==> config.mk <==
export PLATFORM = sky130hd
export DESIGN_NAME = out_port_scheduler_flat
export DESIGN_NICKNAME = d
export VERILOG_FILES = /design/src/rtl/out_port_scheduler_if.sv /design/src/rtl/out_port_scheduler.sv /design/src/flat_wrapper.sv
export SDC_FILE = /design/constraint.sdc
export NUM_CORES = 1
export LEC_CHECK = 0
export CAP_MARGIN = 20
export CORE_UTILIZATION = 48
export CTS_CLUSTER_DIAMETER = 30
export CTS_CLUSTER_SIZE = 16
export DETAILED_ROUTE_END_ITERATION = 8
export PLACE_DENSITY = 0.77
export SLEW_MARGIN = 25
export SYNTH_ARGS = -nofsm -noshare
export SYNTH_HDL_FRONTEND = slang
export SYNTH_SLANG_ARGS = --single-unit
export TNS_END_PERCENT = 50
==> constraint.sdc <==
create_clock -name clk -period 5.5 [get_ports clk]
set_input_delay 1.1 -clock clk [delete_from_list [all_inputs] [get_ports clk]]
set_output_delay 1.1 -clock clk [all_outputs]
set_load 0.01 [all_outputs]
==> src/rtl/out_port_scheduler_if.sv <==
`default_nettype none
// ============================================================================
//  Module   : out_port_scheduler_if
//  Brief    : Bundle between the switch output queues, the output-side read
//             scheduler and the egress consumers. master = scheduler side,
//             slave = switch/consumer side.
//  Revision : 1.0 - initial release
// ============================================================================
interface out_port_scheduler_if #(
    parameter int PORT_NUB   = 4,
    parameter int DATA_WIDTH = 8
);
    localparam int WIDTH_SEL = $clog2(PORT_NUB);

    logic [PORT_NUB*PORT_NUB-1:0]   empty_in;
    logic [PORT_NUB*WIDTH_SEL-1:0]  rd_sel_out;
    logic [PORT_NUB-1:0]            rd_en_out;
    logic [PORT_NUB*DATA_WIDTH-1:0] data_in;
    logic [PORT_NUB*DATA_WIDTH-1:0] data_out;
    logic [PORT_NUB*WIDTH_SEL-1:0]  src_out;
    logic [PORT_NUB-1:0]            vld_out;
    logic [PORT_NUB-1:0]            ready_in;

    modport master (
        input  empty_in, data_in, ready_in,
        output rd_sel_out, rd_en_out, data_out, src_out, vld_out
    );

    modport slave (
        output empty_in, data_in, ready_in,
        input  rd_sel_out, rd_en_out, data_out, src_out, vld_out
    );
endinterface

`default_nettype wire

==> src/rtl/out_port_scheduler.sv <==
`default_nettype none
// ============================================================================
//  Module   : out_port_scheduler
//  Brief    : Per-output round-robin burst read scheduler for the shared-memory
//             switch. Drives read select/enable into the per-source queues,
//             captures read data into a 2-entry skid buffer and presents it
//             with a valid/ready handshake plus source tag.
//  Options  : OUT_SCHED_BURST_EN - when defined, bursts run up to BURST_MAX
//             words; when undefined every grant is a single word.
//  Revision : 1.0 - initial release
// ============================================================================
module out_port_scheduler #(
    parameter int PORT_NUB   = 4,
    parameter int DATA_WIDTH = 8,
    parameter int BURST_MAX  = 4
) (
    input  logic                 clk,
    input  logic                 rst,
    out_port_scheduler_if.master bus
);
    localparam int WIDTH_SEL = $clog2(PORT_NUB);

`ifdef OUT_SCHED_BURST_EN
    localparam int c_burst_eff = BURST_MAX;
`else
    // Single-word grants: the effective burst limit clamps to one.
    localparam int c_burst_eff = (BURST_MAX < 1) ? BURST_MAX : 1;
`endif

    localparam int                 c_cnt_w   = $clog2(c_burst_eff + 1);
    localparam logic [c_cnt_w-1:0] c_cnt_lim = c_cnt_w'(c_burst_eff);
    localparam logic [c_cnt_w-1:0] c_cnt_one = c_cnt_w'(1);

    typedef enum logic [0:0] {
        ST_IDLE  = 1'b0,
        ST_BURST = 1'b1
    } state_t;

    // Returns {found, index} of the first set bit of elig at or after start,
    // wrapping modulo PORT_NUB. Scanning from the far end lets the nearest
    // offset overwrite the result last.
    function automatic logic [WIDTH_SEL:0] pick_rr(
        input logic [WIDTH_SEL-1:0] start,
        input logic [PORT_NUB-1:0]  elig
    );
        logic [WIDTH_SEL:0]   res;
        logic [WIDTH_SEL-1:0] idx;
        res = '0;
        for (int k = PORT_NUB - 1; k >= 0; k--) begin
            idx = start + WIDTH_SEL'(k);
            if (elig[idx]) begin
                res = {1'b1, idx};
            end
        end
        return res;
    endfunction

    genvar gi;
    generate
        for (gi = 0; gi < PORT_NUB; gi++) begin : g_out
            state_t                r_state;
            state_t                w_state_nxt;
            logic [WIDTH_SEL-1:0]  r_ptr;
            logic [WIDTH_SEL-1:0]  w_ptr_nxt;
            logic [WIDTH_SEL-1:0]  r_cur;
            logic [WIDTH_SEL-1:0]  w_cur_nxt;
            logic [c_cnt_w-1:0]    r_cnt;
            logic [c_cnt_w-1:0]    w_cnt_nxt;
            logic [WIDTH_SEL-1:0]  r_sel_hold;
            logic [WIDTH_SEL-1:0]  w_sel;
            logic [WIDTH_SEL-1:0]  w_sel_out;
            logic                  w_rd_en;
            logic                  w_issue;
            logic [PORT_NUB-1:0]   w_elig;
            logic [WIDTH_SEL:0]    w_pick;
            logic [2:0]            w_level;
            logic                  w_credit;
            logic                  w_push;
            logic                  w_pop;
            logic                  w_vld;

            logic                  r_inflight;
            logic [WIDTH_SEL-1:0]  r_inflight_src;
            logic [1:0]            r_occ;
            logic [DATA_WIDTH-1:0] r_mem_data [2];
            logic [WIDTH_SEL-1:0]  r_mem_src  [2];
            logic                  r_head;
            logic                  r_tail;

            // Eligible sources: non-empty queues, never the output's own port.
            always_comb begin
                for (int j = 0; j < PORT_NUB; j++) begin
                    w_elig[j] = ~bus.empty_in[gi*PORT_NUB + j] & (j != gi);
                end
            end

            // Credit: words already owed to the skid buffer (stored plus the
            // one in flight) less the word leaving this cycle must stay below 2.
            assign w_vld    = (r_occ != 2'd0);
            assign w_pop    = w_vld & bus.ready_in[gi];
            assign w_push   = r_inflight;
            assign w_level  = {1'b0, r_occ} + {2'b00, r_inflight};
            assign w_credit = (w_level - {2'b00, w_pop}) < 3'd2;

            // Arbitration and burst control: next state plus the read strobe.
            always_comb begin
                w_state_nxt = r_state;
                w_ptr_nxt   = r_ptr;
                w_cur_nxt   = r_cur;
                w_cnt_nxt   = r_cnt;
                w_rd_en     = 1'b0;
                w_sel       = r_sel_hold;
                w_pick      = pick_rr(r_ptr, w_elig);
                case (r_state)
                    ST_IDLE: begin
                        if (w_pick[WIDTH_SEL] && w_credit) begin
                            w_rd_en     = 1'b1;
                            w_sel       = w_pick[WIDTH_SEL-1:0];
                            w_cur_nxt   = w_pick[WIDTH_SEL-1:0];
                            w_cnt_nxt   = c_cnt_one;
                            w_state_nxt = ST_BURST;
                        end
                    end
                    ST_BURST: begin
                        if (!w_elig[r_cur] || (r_cnt == c_cnt_lim)) begin
                            // Burst boundary: rotate past the current source.
                            w_ptr_nxt   = r_cur + 1'b1;
                            w_cnt_nxt   = '0;
                            w_state_nxt = ST_IDLE;
                        end else if (w_credit) begin
                            w_rd_en   = 1'b1;
                            w_sel     = r_cur;
                            w_cnt_nxt = r_cnt + 1'b1;
                        end
                    end
                    default: begin
                        w_state_nxt = ST_IDLE;
                    end
                endcase
            end

            // The strobe is combinational, so it is forced low while reset is held.
            assign w_issue   = w_rd_en & ~rst;
            assign w_sel_out = w_issue ? w_sel : r_sel_hold;

            assign bus.rd_en_out[gi]                           = w_issue;
            assign bus.rd_sel_out[gi*WIDTH_SEL +: WIDTH_SEL]   = w_sel_out;
            assign bus.vld_out[gi]                             = w_vld;
            assign bus.data_out[gi*DATA_WIDTH +: DATA_WIDTH]   = r_mem_data[r_head];
            assign bus.src_out[gi*WIDTH_SEL +: WIDTH_SEL]      = r_mem_src[r_head];

            // Scheduler state register; the select is held between reads.
            always_ff @(posedge clk or posedge rst) begin
                if (rst) begin
                    r_state    <= ST_IDLE;
                    r_ptr      <= '0;
                    r_cur      <= '0;
                    r_cnt      <= '0;
                    r_sel_hold <= '0;
                end else begin
                    r_state    <= w_state_nxt;
                    r_ptr      <= w_ptr_nxt;
                    r_cur      <= w_cur_nxt;
                    r_cnt      <= w_cnt_nxt;
                    r_sel_hold <= w_sel_out;
                end
            end

            // Skid buffer: capture the word returned one cycle after each read.
            always_ff @(posedge clk or posedge rst) begin
                if (rst) begin
                    r_inflight     <= 1'b0;
                    r_inflight_src <= '0;
                    r_occ          <= 2'd0;
                    r_head         <= 1'b0;
                    r_tail         <= 1'b0;
                    for (int k = 0; k < 2; k++) begin
                        r_mem_data[k] <= '0;
                        r_mem_src[k]  <= '0;
                    end
                end else begin
                    r_inflight     <= w_issue;
                    r_inflight_src <= w_sel_out;
                    if (w_push) begin
                        r_mem_data[r_tail] <= bus.data_in[gi*DATA_WIDTH +: DATA_WIDTH];
                        r_mem_src[r_tail]  <= r_inflight_src;
                        r_tail             <= ~r_tail;
                    end
                    if (w_pop) begin
                        r_head <= ~r_head;
                    end
                    r_occ <= r_occ + {1'b0, w_push} - {1'b0, w_pop};
                end
            end

            a_no_overflow : assert property (@(posedge clk) disable iff (rst)
                !(w_push && !w_pop && (r_occ == 2'd2)));
        end
    endgenerate

endmodule

`default_nettype wire

==> src/flat_wrapper.sv <==
// flat-port wrapper written by rule: the top's interface ports become plain ports
module out_port_scheduler_flat 
#(
    parameter int PORT_NUB   = 4,
    parameter int DATA_WIDTH = 8,
    parameter int BURST_MAX  = 4
)
  (clk, rst, bus_empty_in, bus_data_in, bus_ready_in, bus_rd_sel_out, bus_rd_en_out, bus_data_out, bus_src_out, bus_vld_out);
  out_port_scheduler_if #(.PORT_NUB(PORT_NUB), .DATA_WIDTH(DATA_WIDTH)) bus_i ();
  input  logic clk;
  input  logic rst;
  input wire logic [$bits(bus_i.empty_in)-1:0] bus_empty_in;
  input wire logic [$bits(bus_i.data_in)-1:0] bus_data_in;
  input wire logic [$bits(bus_i.ready_in)-1:0] bus_ready_in;
  output wire logic [$bits(bus_i.rd_sel_out)-1:0] bus_rd_sel_out;
  output wire logic [$bits(bus_i.rd_en_out)-1:0] bus_rd_en_out;
  output wire logic [$bits(bus_i.data_out)-1:0] bus_data_out;
  output wire logic [$bits(bus_i.src_out)-1:0] bus_src_out;
  output wire logic [$bits(bus_i.vld_out)-1:0] bus_vld_out;
  assign bus_i.empty_in = bus_empty_in;
  assign bus_i.data_in = bus_data_in;
  assign bus_i.ready_in = bus_ready_in;
  assign bus_rd_sel_out = bus_i.rd_sel_out;
  assign bus_rd_en_out = bus_i.rd_en_out;
  assign bus_data_out = bus_i.data_out;
  assign bus_src_out = bus_i.src_out;
  assign bus_vld_out = bus_i.vld_out;
  out_port_scheduler #(.PORT_NUB(PORT_NUB), .DATA_WIDTH(DATA_WIDTH), .BURST_MAX(BURST_MAX)) u_core (.clk(clk), .rst(rst), .bus(bus_i));
endmodule
==> impl_results.md <==
- Status: finished, final reports clean
- Post-synthesis simple-gate area fraction: 0.09471
- Worst slew margin: 0.5147
- Critical path class: input port to primary output
- Sink Count: between 100 and 150
- Synth Area in XOR/XNOR: 0.02238
- RSZ-0062 raised after global routing: no
- DP Wirelength: 8.604 mm
- # H-tree levels: 4
- Critical Path End Type: primary output
- Fillers: between 900 and 1000
- Die Span Y: about 120 microns
- Commonest non-fill, non-tap cells in the layout: 132 x dfrtp_1, 120 x mux2_2, 102 x clkdlybuf4s50_1, 52 x nand2_1, 25 x inv_1
- Wire per inst: 15.43 microns
- Reg2reg path depth: 10
- Fmax achieved: 0.1897 GHz
- Peak VDD IR: 0.0003103 V
- Total CTS buffers: 17
- Synth Area in Adders: 0.02877
- Unique masters post-synth: 57
- Root buf cell: clkbuf_16
- Num ports: 110
- Clk_skew: 0.004134 ns
- Diode count: 0
- Commonest register cell after synthesis: dfrtp_1
- Floorplan row count: 41
- Worst-Margin Slew: 0.7252 ns
- CP arrival: 4.17 ns
- Cell area after synthesis: 6262 sq um
- Final #Nets: approximately 700
- Drt total wl: 12.34 mm
- Slew Limit Fails: 0
- Worst-Skew Late Latency: 0.42 ns
- Layout cells sized above 1: 0.2787
- Vias in the first global route: 4247
- Max FO, Critical Path: 4
- DIE AREA: 13510 sq um
- Final Core Density: 0.6353
- Area grow syn2layout: 28.55%
- Hold Vio Cnt, Final: 0
- Compound-gate portion of the synthesized area: 0.06593
- Reg2Reg Setup Slack: 2.41 ns
- Leak: around 0.0035 uW
- Synth warnings: 0
- Worst setup path endpoint: bus_rd_sel_out[7]
- Placed Area: 7451 sq um
- Post-CTS setup buffers: 0
- Setup violations, final: 0
- Async set-reset flop share out of synthesis: 1.000
- PortBufs: 105
- Pre-CTS setup slack: slightly above 0.09 ns
- CTS tree: built
- Critical Path Start: bus_ready_in[3]
- Tmin final: 5.272 ns
- Initial antenna violation count: 0
- Vias: 4215
- Max Cap Viol: 0
- Post-route cell area: approximately 8100 sq um
- Reg2reg start: u_core.g_out[0].r_occ[1]
- Critical R2R Capture: u_core.g_out[0].r_sel_hold[0]
- Post-synthesis sequential area ratio: 0.5275
- DIE WIDTH: 116.2 microns
- WP data required: 4.40 ns
- Post-synth EDFFs: 0
- Final worst-path cycle share: 0.9586
- Max clock buf depth: 2
- Synth Net Count: 573
- Mux contribution to synthesized area: 0.2286
- Initial Util: 0.4942
- Setup ws final: 0.2278 ns
- First-pass GRT wire length: 20.15 mm
- Overflow after GRT: 0
- # DRC: 0
- Largest family of logic cells by synthesized area: multiplexers
- Synth Area per Inst: approximately 12 sq um
- CORE AREA: between 10000 and 15000 sq um
- Tot GR Track Use: 0.1962
- First-pass iteration count of the detailed router: 4
- Commonest non-fill, non-tap cell in the layout: dfrtp_1
- GPL Wtd Cong: 0.8961
- Critical Path Start Type: input port
- Setup TNS: 0 ns
- FF+latch count, synth: 132
- Pin count of the biggest net entering global routing: 77
- Reg clk slew, reported paths: 0.05 ns
- HP Class: flip-flop to flip-flop
- Antenna Violating Nets Remaining: 0
- PD cells: around 640 nW/um^2
- Via-to-Cell Ratio: 5.269
- Iteration-0 DRC Markers: 178
- Mapped Cells: 507
layout make-up:
class                           instances  area [sq um]  area share
Clock buffer                           23         478.0     0.05937
Clock inverter                          9         102.6     0.01274
Inverter                               26         101.3     0.01259
Multi-Input combinational cell        330          2765      0.3435
Sequential cell                       132          3303      0.4103
Tap cell                              172         215.2     0.02673
Timing Repair Buffer                  108          1085      0.1348
power by group:
part	total, uW	switching, uW	internal [uW]
combinational	2210	896	1310
clock	1090	395	700
sequential	1830	382	1450
worst min-delay path by stage:
| stage | startpoint | to | slack (ns) | cells past startpoint |
|---|---|---|---|---|
| finish | u_core.g_out[0].r_mem_src[2] | u_core.g_out[0].r_mem_src[2] | 0.48 | 2 |
| global route | u_core.g_out[0].r_mem_data[15] | u_core.g_out[0].r_mem_data[15] | 0.50 | 2 |
| CTS | u_core.g_out[0].r_mem_src[2] | u_core.g_out[0].r_mem_src[2] | 0.47 | 2 |
| detailed placement | u_core.g_out[0].r_mem_src[2] | u_core.g_out[0].r_mem_src[2] | 0.46 | 2 |
| global placement | u_core.g_out[0].r_mem_data[14] | u_core.g_out[0].r_mem_data[14] | 0.45 | 2 |
| floorplan | u_core.g_out[0].r_mem_data[10] | u_core.g_out[0].r_mem_data[10] | 0.44 | 2 |
flip-flops by register name (all words and copies together), names as in the netlist:
signal,count
u_core.g_out.r_mem_data,64
u_core.g_out.r_mem_src,16
u_core.g_out.r_cur,8
u_core.g_out.r_occ,8
u_core.g_out.r_ptr,8
u_core.g_out.r_sel_hold,8
u_core.g_out.r_cnt,4
u_core.g_out.r_head,4
u_core.g_out.r_inflight,4
u_core.g_out.r_state,4
u_core.g_out.r_tail,4
through the flow:
step	instances	hold slack [ns]	power, uW
3_3_place_gp	768	0.4537	3954
3_5_place_dp	768	0.4605	4056
4_1_cts	800	0.4748	5185
6_report	800	0.4765	5137
2_1_floorplan	507	0.4417	3180
5_1_grt	800	0.4962	5482
critical path, stage by stage:
cell             delay [ns]
clkdlybuf4s50_1        0.44
and2_1                 0.16
ha_1                   0.24
inv_1                  0.06
ha_1                   0.14
inv_1                  0.05
fa_1                   0.42
xnor2_2                0.21
nand4_1                0.15
buf_4                  0.17
a211o_1                0.25
a31oi_1                0.20
clkdlybuf4s50_1        0.58
cells in the mapped netlist (5+ instances only):
| master | instances | area share |
|---|---|---|
| dfrtp_1 | 132 | 0.53 |
| ha_1 | 8 | 0.016 |
| buf_4 | 8 | 0.0096 |
| inv_1 | 26 | 0.016 |
| or2_2 | 7 | 0.0070 |
| o21ai_0 | 14 | 0.011 |
| a21oi_1 | 12 | 0.0096 |
| nand3_1 | 8 | 0.0064 |
| nand2b_1 | 7 | 0.0070 |
| mux2i_1 | 8 | 0.013 |
| nand2_1 | 52 | 0.031 |
| nor2b_1 | 5 | 0.0050 |
| xor2_1 | 12 | 0.017 |
| clkbuf_1 | 9 | 0.0054 |
| a31oi_1 | 5 | 0.0050 |
| mux2_2 | 120 | 0.22 |
| and2_1 | 6 | 0.0060 |
| nor2_1 | 10 | 0.0060 |
timing repair:
item | CTS | global route
endpoints found under the setup margin | 0 | 3
resized for setup | 0 | 4
hold buffers | 0 | 0
metal layers:
metal | up-vias | wire, microns | GRT usage
met4 | 0 | 267 | 0.08803
li1 | 1997 | - | -
met3 | 20 | 524 | 0.04982
met2 | 91 | 6255 | 0.3381
met5 | - | 0 | 0
met1 | 2107 | 5293 | 0.2310
cell families after synthesis:
| group | Yosys count |
|---|---|
| AO/OA/AOI/OAI | 58 |
| buffers and inverters | 45 |
| adder cells (fa/ha/maj) | 12 |
| AND/OR/NAND/NOR | 116 |
| multiplexers | 128 |
| flip-flops | 132 |
| XOR/XNOR | 16 |
Note: power is estimated with default switching activity, not from simulation.
